===== config.mk =====
export PLATFORM = sky130hd
export DESIGN_NAME = ghost_renderer
export DESIGN_NICKNAME = d
export VERILOG_FILES = /design/src/rtl/ghost_renderer.sv
export SDC_FILE = /design/constraint.sdc
export NUM_CORES = 1
export LEC_CHECK = 0
export ABC_AREA = 1
export CAP_MARGIN = 20
export CORE_MARGIN = 2
export CORE_UTILIZATION = 30
export DETAILED_ROUTE_END_ITERATION = 8
export HOLD_SLACK_MARGIN = 0.05
export SLEW_MARGIN = 10
export SYNTH_ARGS = -nofsm -noshare
export SYNTH_HDL_FRONTEND = slang
export SYNTH_SLANG_ARGS = --single-unit

===== constraint.sdc =====
create_clock -name clk -period 4.57 [get_ports clk]
set_input_delay 0.457 -clock clk [delete_from_list [all_inputs] [get_ports clk]]
set_output_delay 0.457 -clock clk [all_outputs]
set_load 0.1 [all_outputs]

===== src/rtl/ghost_renderer.sv =====
// ghost_renderer: two-stage pipelined renderer for up to NUM_GHOSTS sprites.
// Stage 1 runs the per-ghost box test and forms the ROM addresses from the
// frame-stable shadow copies. Stage 2 reads the sprite ROMs, colours by mode,
// resolves priority and registers the pixel.
// Optional feature macro: GHOST_RENDERER_BLINK_EN (frightened-end blinking).
// Sprite image: rams_dist generates the 2-bit codes itself. Codes are
// 0 transparent, 1 body, 2 eye white, 3 pupil. The two walk frames differ only
// in which columns of the bottom row are transparent.

module rams_dist #(
  parameter int SPRITE_W = 8,
  parameter int SPRITE_H = 8,
  parameter int ADDR_W   = 7
) (
  input  logic [ADDR_W-1:0] addr_i,
  output logic [1:0]        data_o
);
  localparam int XW = $clog2(SPRITE_W);
  localparam int YW = $clog2(SPRITE_H);

  // Address layout is {frame, row, col}; returns the sprite code at that texel.
  function automatic logic [1:0] sprite_code(input logic [ADDR_W-1:0] a);
    logic [1:0] code;
    logic       frame;
    int         row;
    int         col;
    frame = a[ADDR_W-1];
    row   = 32'(a[XW +: YW]);
    col   = 32'(a[XW-1:0]);
    if (row == 32'd0 && (col == 32'd0 || col == SPRITE_W - 32'd1)) begin
      code = 2'd0;
    end else if (row == 32'd2 && (col == 32'd1 || col == SPRITE_W - 32'd3)) begin
      code = 2'd2;
    end else if (row == 32'd2 && (col == 32'd2 || col == SPRITE_W - 32'd2)) begin
      code = 2'd3;
    end else if (row == SPRITE_H - 32'd1 && a[0] == frame) begin
      code = 2'd0;
    end else begin
      code = 2'd1;
    end
    return code;
  endfunction

  assign data_o = sprite_code(addr_i);
endmodule

module ghost_renderer #(
  parameter int                       NUM_GHOSTS   = 4,
  parameter int                       COORD_W      = 9,
  parameter int                       SPRITE_W     = 8,
  parameter int                       SPRITE_H     = 8,
  parameter int                       ANIM_FRAMES  = 8,
  parameter int                       BLINK_FRAMES = 16,
  parameter logic [NUM_GHOSTS*12-1:0] GHOST_COLORS = {12'hF00, 12'hFBF, 12'h0FF, 12'hFB5},
  parameter                           GHOST_MEM_FILE = "rtl/mem/ghost_sprite.mem"
) (
  input  logic                          clk,
  input  logic                          rst,
  input  logic                          frame_start,
  input  logic [NUM_GHOSTS*COORD_W-1:0] ghost_x,
  input  logic [NUM_GHOSTS*COORD_W-1:0] ghost_y,
  input  logic [NUM_GHOSTS*2-1:0]       ghost_mode,
  input  logic                          fright_end,
  input  logic [COORD_W-1:0]            sx,
  input  logic [COORD_W-1:0]            sy,
  input  logic                          pix_valid,
  output logic [3:0]                    R,
  output logic [3:0]                    G,
  output logic [3:0]                    B,
  output logic                          hit,
  output logic [2:0]                    hit_id,
  output logic                          pix_valid_out
);
  localparam int XW     = $clog2(SPRITE_W);
  localparam int YW     = $clog2(SPRITE_H);
  localparam int ADDR_W = 1 + XW + YW;
  localparam int DW     = COORD_W + 1;
  localparam int AW     = (ANIM_FRAMES > 1) ? $clog2(ANIM_FRAMES) : 1;
  localparam logic [AW-1:0] ANIM_LAST = AW'(ANIM_FRAMES - 1);
  // The sprite image comes from rams_dist; the file name is carried for integrators.
  localparam unused_mem_file = GHOST_MEM_FILE;

  // Colour one texel for a given mode; result is {opaque, rgb}.
  function automatic logic [12:0] texel(input logic [1:0] mode, input logic [1:0] code,
                                        input logic [11:0] body, input logic blink);
    logic [12:0] t;
    t = 13'h0000;
    case (mode)
      2'b00: begin
        case (code)
          2'd1:    t = {1'b1, body};
          2'd2:    t = {1'b1, 12'hFFF};
          2'd3:    t = {1'b1, 12'h00F};
          default: t = 13'h0000;
        endcase
      end
      2'b01: begin
        case (code)
          2'd0:    t = 13'h0000;
          2'd1:    t = blink ? {1'b1, 12'hFFF} : {1'b1, 12'h22F};
          default: t = blink ? {1'b1, 12'hF00} : {1'b1, 12'hFB9};
        endcase
      end
      2'b10: begin
        case (code)
          2'd2:    t = {1'b1, 12'hFFF};
          2'd3:    t = {1'b1, 12'h00F};
          default: t = 13'h0000;
        endcase
      end
      default: t = 13'h0000;
    endcase
    return t;
  endfunction

  logic [NUM_GHOSTS*COORD_W-1:0] sh_x_q, sh_y_q;
  logic [NUM_GHOSTS*2-1:0]       sh_mode_q;
  logic [AW-1:0]                 anim_cnt_q, anim_cnt_d;
  logic                          anim_sel_q, anim_sel_d;
  logic                          blink_now_s;

  // Capture ghost state only at frame boundaries so a frame never tears
  always_ff @(posedge clk) begin
    if (!rst) begin
      sh_x_q    <= '0;
      sh_y_q    <= '0;
      sh_mode_q <= '1;
    end else if (frame_start) begin
      sh_x_q    <= ghost_x;
      sh_y_q    <= ghost_y;
      sh_mode_q <= ghost_mode;
    end
  end

  // Walk animation: toggle the ROM frame every ANIM_FRAMES video frames
  always_comb begin
    anim_cnt_d = anim_cnt_q;
    anim_sel_d = anim_sel_q;
    if (frame_start) begin
      if (anim_cnt_q == ANIM_LAST) begin
        anim_cnt_d = '0;
        anim_sel_d = ~anim_sel_q;
      end else begin
        anim_cnt_d = anim_cnt_q + AW'(1'b1);
        anim_sel_d = anim_sel_q;
      end
    end else begin
      anim_cnt_d = anim_cnt_q;
      anim_sel_d = anim_sel_q;
    end
  end

  // Animation counter registers
  always_ff @(posedge clk) begin
    if (!rst) begin
      anim_cnt_q <= '0;
      anim_sel_q <= 1'b0;
    end else begin
      anim_cnt_q <= anim_cnt_d;
      anim_sel_q <= anim_sel_d;
    end
  end

`ifdef GHOST_RENDERER_BLINK_EN
  localparam int BW = (BLINK_FRAMES > 1) ? $clog2(BLINK_FRAMES) : 1;
  localparam logic [BW-1:0] BLINK_LAST = BW'(BLINK_FRAMES - 1);
  logic [BW-1:0] blink_cnt_q, blink_cnt_d;
  logic          blink_sel_q, blink_sel_d;

  // Blink phase: toggle every BLINK_FRAMES video frames
  always_comb begin
    blink_cnt_d = blink_cnt_q;
    blink_sel_d = blink_sel_q;
    if (frame_start) begin
      if (blink_cnt_q == BLINK_LAST) begin
        blink_cnt_d = '0;
        blink_sel_d = ~blink_sel_q;
      end else begin
        blink_cnt_d = blink_cnt_q + BW'(1'b1);
        blink_sel_d = blink_sel_q;
      end
    end else begin
      blink_cnt_d = blink_cnt_q;
      blink_sel_d = blink_sel_q;
    end
  end

  // Blink counter registers
  always_ff @(posedge clk) begin
    if (!rst) begin
      blink_cnt_q <= '0;
      blink_sel_q <= 1'b0;
    end else begin
      blink_cnt_q <= blink_cnt_d;
      blink_sel_q <= blink_sel_d;
    end
  end

  assign blink_now_s = fright_end & blink_sel_q;
`else
  localparam int unused_blink_frames = BLINK_FRAMES;
  logic unused_fright_end_s;
  assign unused_fright_end_s = fright_end;
  assign blink_now_s         = 1'b0;
`endif

  logic [NUM_GHOSTS-1:0] s1_in_q, s1_in_d;
  logic [ADDR_W-1:0]     s1_addr_q [NUM_GHOSTS];
  logic [ADDR_W-1:0]     s1_addr_d [NUM_GHOSTS];
  logic [1:0]            s1_mode_q [NUM_GHOSTS];
  logic [1:0]            s1_mode_d [NUM_GHOSTS];
  logic                  s1_valid_q, s1_blink_q;

  // Box test in COORD_W+1 bits so sprites at the right/bottom edge clip instead of wrapping
  always_comb begin
    s1_in_d   = '0;
    s1_addr_d = '{default: '0};
    s1_mode_d = '{default: 2'b11};
    for (int i = 0; i < NUM_GHOSTS; i++) begin
      logic [DW-1:0] dx;
      logic [DW-1:0] dy;
      logic [1:0]    mode;
      dx   = {1'b0, sx} - {1'b0, sh_x_q[i*COORD_W +: COORD_W]};
      dy   = {1'b0, sy} - {1'b0, sh_y_q[i*COORD_W +: COORD_W]};
      mode = sh_mode_q[i*2 +: 2];
      s1_in_d[i]   = !dx[DW-1] && !dy[DW-1] && (dx < DW'(SPRITE_W)) &&
                     (dy < DW'(SPRITE_H)) && (mode != 2'b11);
      s1_addr_d[i] = {anim_sel_q, dy[YW-1:0], dx[XW-1:0]};
      s1_mode_d[i] = mode;
    end
  end

  // Stage 1 registers
  always_ff @(posedge clk) begin
    if (!rst) begin
      s1_valid_q <= 1'b0;
      s1_blink_q <= 1'b0;
      s1_in_q    <= '0;
      s1_addr_q  <= '{default: '0};
      s1_mode_q  <= '{default: 2'b11};
    end else begin
      s1_valid_q <= pix_valid;
      s1_blink_q <= blink_now_s;
      s1_in_q    <= s1_in_d;
      s1_addr_q  <= s1_addr_d;
      s1_mode_q  <= s1_mode_d;
    end
  end

  logic [1:0] code_s [NUM_GHOSTS];

  for (genvar g = 0; g < NUM_GHOSTS; g++) begin : g_rom
    rams_dist #(.SPRITE_W(SPRITE_W), .SPRITE_H(SPRITE_H), .ADDR_W(ADDR_W)) u_rom (
      .addr_i (s1_addr_q[g]),
      .data_o (code_s[g])
    );
  end

  logic [11:0] rgb_d, rgb_q;
  logic        hit_d, hit_q;
  logic [2:0]  id_d, id_q;
  logic        vout_q;

  // Priority: walk from the lowest-priority ghost up so lower indices overwrite
  always_comb begin
    rgb_d = 12'h000;
    hit_d = 1'b0;
    id_d  = 3'd0;
    for (int i = NUM_GHOSTS - 1; i >= 0; i--) begin
      logic [12:0] t;
      t = texel(s1_mode_q[i], code_s[i], GHOST_COLORS[i*12 +: 12], s1_blink_q);
      if (s1_valid_q && s1_in_q[i] && t[12]) begin
        rgb_d = t[11:0];
        hit_d = 1'b1;
        id_d  = 3'(i);
      end else begin
        rgb_d = rgb_d;
        hit_d = hit_d;
        id_d  = id_d;
      end
    end
  end

  // Stage 2 output registers
  always_ff @(posedge clk) begin
    if (!rst) begin
      rgb_q  <= 12'h000;
      hit_q  <= 1'b0;
      id_q   <= 3'd0;
      vout_q <= 1'b0;
    end else begin
      rgb_q  <= rgb_d;
      hit_q  <= hit_d;
      id_q   <= id_d;
      vout_q <= s1_valid_q;
    end
  end

  assign R             = rgb_q[11:8];
  assign G             = rgb_q[7:4];
  assign B             = rgb_q[3:0];
  assign hit           = hit_q;
  assign hit_id        = id_q;
  assign pix_valid_out = vout_q;
endmodule


==> impl_metrics.ini <==
[outcome]
status = complete, no violations

[cts]
cts_buffers = 17
cts_resized = 0
clkSinkCount = 135
htree_levels = 4
hold_buffers = 0
post_cts_buffers = 0
path_clk_slew_ns = 0.06
clk_path_buf_depth = 2
insertion_delay_ns = 0.43
cts-root-buf = clkbuf_16
cts_tree = built

[die]
core_um2 = 28700
rows = 62
fp.dieW_um = 175
dieHeight_um = 175
io_pins = 120
floorplan.initialDensity_pct = 30.4
die_area_um2 = 30500

[critical_path]
worstSetupEndpointType = flip-flop
critPathMaxStageDelay_ns = 0.47
cp_common_cell = inv_1
path_class = reg2reg
timing.rr.start = s1_addr_q[27]
cp_data_required_time_ns = 4.89
crit_chain = xor2_1 -> nor2_1 -> nor3_1 -> inv_1 -> ha_1 -> nor2_1 -> o22ai_1 -> nand3_1 -> inv_1 -> o211ai_1 -> nand3_1 -> nand2_1 -> inv_1
cp-startpoint = s1_addr_q[27]
arrival_ns = 2.89
crit_fanout = 7
cp_top_family = simple AND/OR/NAND/NOR gates
crit_buf_inv = 3
start_kind = flip-flop
cp_slowest_cell = dfxtp_1

[yosys]
syn-num-nets = 1467
seq_area_frac_synth_pct = 31.0
ys_warn_count = 0
ys_types = 43
postSynthCellCount = 1267
synthArstFlopShare_pct = 0
synth_flop_cell = dfxtp_1
synthesis.area_um2 = 8720
avgSynthCellArea_um2 = 6.89
synth_seq_cells = 135
synth-edff-count = 0

[sta]
slew_headroom_pct = 35.1
fmax_mhz = 390
worst_slew_pin_slew_ns = 0.971
rsz0062_at_grt = false
fin_setup_tns_ns = 0
hold_viol = 0
post-route-period-util_pct = 56.1
skew_ns = 0.0105
drv_slew = 0
setup_violations = 0
layout_min_cycle_time_ns = 2.57

[placed_design]
place.gp.congestion = 0.884
portBuffers = 117
hpwl_um = 18100

[power]
p_clk_share_pct = 40.4
p_sw_share_pct = 30.6
p_int_w = 0.00250
finalPower_w = 0.00360
p_seq_share_pct = 35.8
power_density_nw_per_um2 = 331
power_leakage_nw = 5.20
combPwrFrac_pct = 23.7
switching_power_w = 0.00110
ir_worst_vdd_v = 0.000257

[global_route]
grt_start_max_net_pins = 92
grt_use_met2_pct = 27.1
grtUsageTotal_pct = 15.8
grt_pass1_vias = 7716
grt_pass1_wl_um = 38100
antenna_found_initial = 0
overflow = 0
grtUsageMet1_pct = 20.3
global_route.usage.met3_pct = 3.17
top_usage_layer = met2

[drt]
ant_nets = 0
vias = 8182
routed_wl_um = 23500
vias_per_cell = 4.63
drtIter0Drc = 426
wl_per_cell_um = 13.3
drt-pass1-iter-count = 5
drc_errors = 0

[finish]
nNetsFinal = 1572
drive_above_1_share_pct = 4.41
seq_area_um2 = 2700
final_common_cell = nand2_1
final_cell_mix = nand2_1, inv_1, dfxtp_1
fillers = 3063
multi_input_area_um2 = 5000
antennaDiodeCount = 0
areaGrowthSynthToFinish_pct = 24.6

[job]
cap_viol_max_count = 0

[worst_hold_path]
min-delay-start = rst
min_path_type = in2reg
-- state kept, by name (all words and copies together) (netlist names), 2 cells and up --
name,flops
anim_cnt_q,3
s1_addr_q,25
sh_y_q,36
s1_in_q,4
hit_id,2
s1_mode_q,8
sh_mode_q,8
rgb_q,9
sh_x_q,36
-- cell families after synthesis --
kind of cell,count (synthesis),synth area share (%)
compound gates,281,17.3
fa+ha+maj,97,14.6
simple gates,460,22.8
buf+inv,267,11.7
flops,135,31.0
xor+xnor,26,2.61
other cells,1,0.0430
-- cells in the mapped netlist (5+ instances only) --
master	instances	area [µm²]
nand2_1	227	852
inv_1	226	848
dfxtp_1	135	2700
a21oi_1	123	616
o21ai_0	117	586
nor2_1	98	368
ha_1	89	1110
nand3_1	68	340
nand4_1	33	206
clkbuf_1	27	101
xor2_1	19	166
nor3_1	11	55.1
o21bai_1	9	67.6
fa_1	8	160
xnor2_1	7	61.3
nand3b_1	6	45.0
inv_2	5	18.8
o211ai_1	5	37.5
-- power groups by stage --
stage / registers [W] / logic [W] / clock network (W)
6_report: 0.00129 / 0.000854 / 0.00145
5_1_grt: 0.00130 / 0.000976 / 0.00154
4_1_cts: 0.00129 / 0.000858 / 0.00148
3_5_place_dp: 0.00131 / 0.000853 / 0
3_3_place_gp: 0.00131 / 0.000840 / 0
2_1_floorplan: 0.00131 / 0.000582 / 0
-- area by class of cell --
cell class              count  share of cell area (%)
multi-input cells         865                    46.0
clock buffers              20                    4.29
inverters                 231                    7.99
well taps                 384                    4.42
flip-flops and latches    135                    24.9
clock inverters            11                    1.37
repair buffers            122                    11.1
-- worst paths after layout --
kind | to | slack [ns] | depth (start not counted)
worst min-delay path | s1_mode_q[2] | 0.43 | 2
worst max-delay path | rgb_q[2] | 2.00 | 13
worst min register to register | s1_mode_q[3] | 0.44 | 2
worst max register to register | rgb_q[2] | 2.00 | 13
-- metal layers --
layer | part of all wire (%) | up-vias
li1 | - | 4327
met1 | 47 | 3642
met2 | 47 | 188
met3 | 4.2 | 25
met4 | 1.5 | 0
met5 | 0 | -
-- through the flow --
| step | area [µm²] | setup WS, ns | instances | util, % | hold WS [ns] |
|---|---|---|---|---|---|
| 6_report | 10900 | 2.00 | 1768 | 37.9 | 0.432 |
| 5_1_grt | 10900 | 1.72 | 1768 | 37.9 | 0.448 |
| 4_1_cts | 10900 | 2.03 | 1768 | 37.9 | 0.422 |
| 3_5_place_dp | 10300 | 1.64 | 1737 | 35.7 | 0.440 |
| 3_3_place_gp | 10300 | 1.69 | 1737 | 35.7 | 0.430 |
| 2_1_floorplan | 8720 | 2.46 | 1267 | - | 0.397 |
Power figures use the tool's default switching activity.
==> variant 1 (config.mk and constraints unchanged) <==
The option `GHOST_RENDERER_BLINK_EN` is turned on by a define.
--- a/src/rtl/ghost_renderer.sv
+++ b/src/rtl/ghost_renderer.sv
@@ -6,6 +6,8 @@
 // Sprite image: rams_dist generates the 2-bit codes itself. Codes are
 // 0 transparent, 1 body, 2 eye white, 3 pupil. The two walk frames differ only
 // in which columns of the bottom row are transparent.
+
+`define GHOST_RENDERER_BLINK_EN
 
 module rams_dist #(
   parameter int SPRITE_W = 8,
Behaviour: no difference found for any inputs over 4 cycles, from zero or initial values and one cycle with rst low; that may be too few to reach the edited logic, so the function may still have changed.
==> variant 1 against the unedited design <==
Synthesized area up 6.5%. Sequential cell count up 6. Synthesized cell count up 8.7%. Routed wire length up 9.9%. Utilization down 0.54 points. Total power up 0.95%. Cell area up 4.8%. First-iteration DRC count down 1.2%. Worst setup slack better by 110 ps. Critical endpoint unchanged. Largest power group unchanged.
==> variant 1: results (changes against the unedited design) <==
* Status: completed (unchanged)
* Pleak at 0.00544 uW (was 0.00520 uW)
* Top cells by area, synth: dfxtp_1 (30%), ha_1 (13%), nand2_1 (12%) (was dfxtp_1 (31%), ha_1 (13%), nand2_1 (9.8%))
* Min-delay worst type: in -> reg (unchanged)
* Metal3 WL at 817 microns (was 997 microns)
* Worst path top cell family by delay: simple AND/OR/NAND/NOR gates (unchanged)
* Top cells by instance count after synthesis: nand2_1 (303), inv_1 (237), a21oi_1 (142), dfxtp_1 (141), o21ai_0 (114) (was nand2_1 (227), inv_1 (226), dfxtp_1 (135), a21oi_1 (123), o21ai_0 (117))
* Met2 WL at 12400 microns (was 11000 microns)
* M3 GR Usage at 0.0249 (was 0.0317)
* Clock Tree Buf Depth at 2 (unchanged)
* WL met1 at 12100 microns (was 11100 microns)
* VDD IR-drop max at 0.000251 V (was 0.000257 V)
* Largest net degree at the start of global routing at 104 (was 92)
* Final #Nets at 1684 (was 1572)
* Met2 Resource Use GR at 0.281 (was 0.271)
* Crit path max-delay cell type: dfxtp_1 (unchanged)
* XOR/XNOR share of the synthesized area at 0.0160 (was 0.0261)
* CP Launch Point: s1_addr_q[27] (unchanged)
* MaxCap Viol Count at 0 (unchanged)
* HPWL Detailed at 20700 microns (was 18100 microns)
* Worst hold slack at 434 ps (was 432 ps)
* RePlAce Congestion at 0.893 (was 0.884)
* Sequential power share at 0.370 (was 0.358)
* Post-CTS sizing at 0 (unchanged)
* Tot GR Track Use at 0.159 (was 0.158)
* Drt drc at 0 (unchanged)
* Least-Margin Pin Slew at 967 ps (was 971 ps)
* Number of diodes at 0 (unchanged)
* First-pass GRT wire length at 41300 microns (was 38100 microns)
* Router iterations before antenna repair at 7 (was 5)
* DRT iter0 DRCs at 421 (was 426)
* WP data arrival at 2790 ps (was 2890 ps)
* CTS buffer count at 17 (unchanged)
* Wire per inst at 13.7 microns (was 13.3 microns)
* Worst Skew at 9.18 ps (was 10.5 ps)
* Routed vias/inst at 4.66 (was 4.63)
* Reg2reg path depth at 18 (was 13)
* Global routing's busiest layer: met2 (unchanged)
* R2r setup slk at 2110 ps (was 2000 ps)
* CP peak stage delay at 460 ps
* Number of global-route vias before repair at 8283 (was 7716)
* Post-CTS Setup Bufs at 0 (unchanged)
* Top sig layer: met4 (unchanged)
* Pint at 2490 uW (was 2500 uW)
* Clk slew on worst S/H paths at 60 ps (about the same)
* Post-synthesis adder-cell area fraction at 0.143 (was 0.146)
* Distinct cells, synth at 41 (was 43)
* Hold Path End: s1_mode_q[5] (was s1_mode_q[2])
* Post-synthesis mux area share at 0 (unchanged)
* Root Driver: clkbuf_16 (unchanged)
* Hold wc startpoint: rst (unchanged)
* Worst-path maximum fanout at 5 (was 7)
* Clock Power Share at 0.382 (was 0.404)
* Share of cells above drive strength 1 at 0.0382 (was 0.0441)
* Met1 usage at 0.198 (was 0.203)
* Port bufs at 118 (was 117)
* Syn Nets at 1581 (was 1467)
* Register area share after synthesis at 0.304 (was 0.310)
* Compound-Gate Fraction of Synth Area at 0.164 (was 0.173)
variant 1: changes by cell type in the layout (fill, tap and decap cells not counted), moves of 4 or more:
cell	before	now
xor2_1	19	13
nand4_1	33	21
o21bai_1	9	1
dfxtp_1	135	141
a21oi_1	123	142
a21o_1	1	5
nand2_1	227	303
nand3_1	68	85
nand3b_1	6	18
clkinvlp_4	6	1
ha_1	89	93
inv_1	225	236
variant 1: metrics by stage:
step / worst slack, ps / power, uW / instance area, sq um / instances
global placement: 1840 / 2260 / 10800 / 1856
finish: 2110 / 3630 / 11400 / 1889
global route: 1700 / 3860 / 11400 / 1889
CTS: 2120 / 3670 / 11400 / 1889
floorplan: 2520 / 1970 / 9290 / 1377
detailed placement: 1820 / 2270 / 10800 / 1857
variant 1: area by class of cell:
type / instances / area, sq um
Multi-Input combinational cell: 956 / 5360
Fill cell: 3220 / 19100
Clock inverter: 10 / 114
Timing Repair Buffer: 123 / 1230
Sequential cell: 141 / 2820
Clock buffer: 22 / 464
Tap cell: 396 / 495
Inverter: 241 / 907
==> variant 2 (same flow settings) <==
Without the edit above. Remove the register `id_q`: a continuous assignment takes its place, so the output `hit_id` follows one clock earlier.
--- a/src/rtl/ghost_renderer.sv
+++ b/src/rtl/ghost_renderer.sv
@@ -286,15 +286,15 @@
     if (!rst) begin
       rgb_q  <= 12'h000;
       hit_q  <= 1'b0;
-      id_q   <= 3'd0;
       vout_q <= 1'b0;
     end else begin
       rgb_q  <= rgb_d;
       hit_q  <= hit_d;
-      id_q   <= id_d;
       vout_q <= s1_valid_q;
     end
   end
+
+  assign id_q = id_d;
 
   assign R             = rgb_q[11:8];
   assign G             = rgb_q[7:4];
Behaviour: not the same (Yosys sat finds a counterexample within 4 cycles, from zero or initial values and one cycle with rst low).
==> variant 2 against the unedited design <==
Routed wire length down 0.86%. Worst setup slack got worse by 900 ps. Synthesized area shrank 1.1%. Cell area is 1.2% lower. Hold slack got worse by 43 ps. Clock skew grew 0.97 ps. Total power shrank 2.6%. Sequential cell count decreased by 2. Clock power is 4% lower. Non-clock buffer count increased by 1. Highest routed layer unchanged.
==> variant 2: results (changes against the unedited design) <==
* Clock Power Share at 0.395 (was 0.404)
* WP data arrival at 3010 ps (was 2890 ps)
* VDD IR-drop max at 0.000238 V (was 0.000257 V)
* Worst-path maximum fanout at 8 (was 7)
* Post-synthesis adder-cell area fraction at 0.148 (was 0.146)
* Top cells by area, synth: dfxtp_1 (31%), ha_1 (13%), inv_1 (9.0%) (was dfxtp_1 (31%), ha_1 (13%), nand2_1 (9.8%))
* Top cell type's share of synthesized area at 0.309 (was 0.310)
* Met2 Resource Use GR at 0.280 (was 0.271)
* WL met1 at 10900 microns (was 11100 microns)
* Post-place setup slack at 1540 ps (was 1640 ps)
* Pleak at 0.00509 uW (was 0.00520 uW)
* Metal3 WL at 965 microns (was 997 microns)
* Sequential power share at 0.363 (was 0.358)
* Post-CTS Setup Bufs at 0 (unchanged)
* Avg Cell Area, Syn at 6.96 sq um (was 6.89 sq um)
* Final Slew Violations at 0 (unchanged)
* Top cells by instance count after synthesis: inv_1 (206), nand2_1 (202), a21oi_1 (135), dfxtp_1 (133), o21ai_0 (111) (was nand2_1 (227), inv_1 (226), dfxtp_1 (135), a21oi_1 (123), o21ai_0 (117))
* Met2 WL at 11200 microns (was 11000 microns)
* First-pass GRT wire length at 38100 microns (about the same)
* Rel. slew slack at 0.354 (was 0.351)
* Status: completed (unchanged)
* Vias at 7933 (was 8182)
* DRT iter0 DRCs at 558 (was 426)
* M3 GR Usage at 0.0338 (was 0.0317)
* Worst hold slack at 389 ps (was 432 ps)
* Worst Skew at 11.5 ps (was 10.5 ps)
* CP peak stage delay at 520 ps (was 470 ps)
* Share of cells above drive strength 1 at 0.0493 (was 0.0441)
* Sw Share at 0.306 (about the same)
* Comb power at 846 uW (was 854 uW)
* Number of global-route vias before repair at 7766 (was 7716)
* Syn Nets at 1440 (was 1467)
* Non-Filler Instances at 1742 (was 1768)
* Met1 usage at 0.198 (was 0.203)
* Wire per inst at 13.4 microns (was 13.3 microns)
* FMAX at 288 MHz (was 390 MHz)
* HPWL Detailed at 18300 microns (was 18100 microns)
* Reg2reg path depth at 16 (was 13)
* Final #Nets at 1545 (was 1572)
* Router iterations before antenna repair at 5 (unchanged)
* Tot GR Track Use at 0.159 (was 0.158)
* XOR/XNOR share of the synthesized area at 0.0315 (was 0.0261)
* RePlAce Congestion at 0.834 (was 0.884)
* R2r setup slk at 2000 ps (about the same)
* Placed Area at 10100 sq um (was 10300 sq um)
* Compound-Gate Fraction of Synth Area at 0.167 (was 0.173)
* Largest net degree at the start of global routing at 52 (was 92)
-- variant 2: cell count changes after synthesis, moves of 7 or more --
cell / before / now
inv_1: 226 / 206
nor3_1: 11 / 4
nand2_1: 227 / 202
a21oi_1: 123 / 135
nor2_1: 98 / 109
nand3_1: 68 / 79
-- variant 2: path summary, 6_finish.rpt --
| path | endpoint | start |
|---|---|---|
| max | hit_id[1] | s1_addr_q[27] |
| min | s1_mode_q[1] | rst |
| max reg2reg | rgb_q[2] | s1_addr_q[27] |
| min reg2reg | s1_addr_q[27] | anim_sel_q |
-- variant 2: cell type report --
| cell class | instances | area, sq um |
|---|---|---|
| Fill cell | 3080 | 17800 |
| Multi-Input combinational cell | 858 | 5000 |
| Sequential cell | 133 | 2660 |
| Timing Repair Buffer | 123 | 1210 |
| Inverter | 212 | 797 |
| Tap cell | 384 | 480 |
| Clock buffer | 21 | 470 |
| Clock inverter | 11 | 125 |
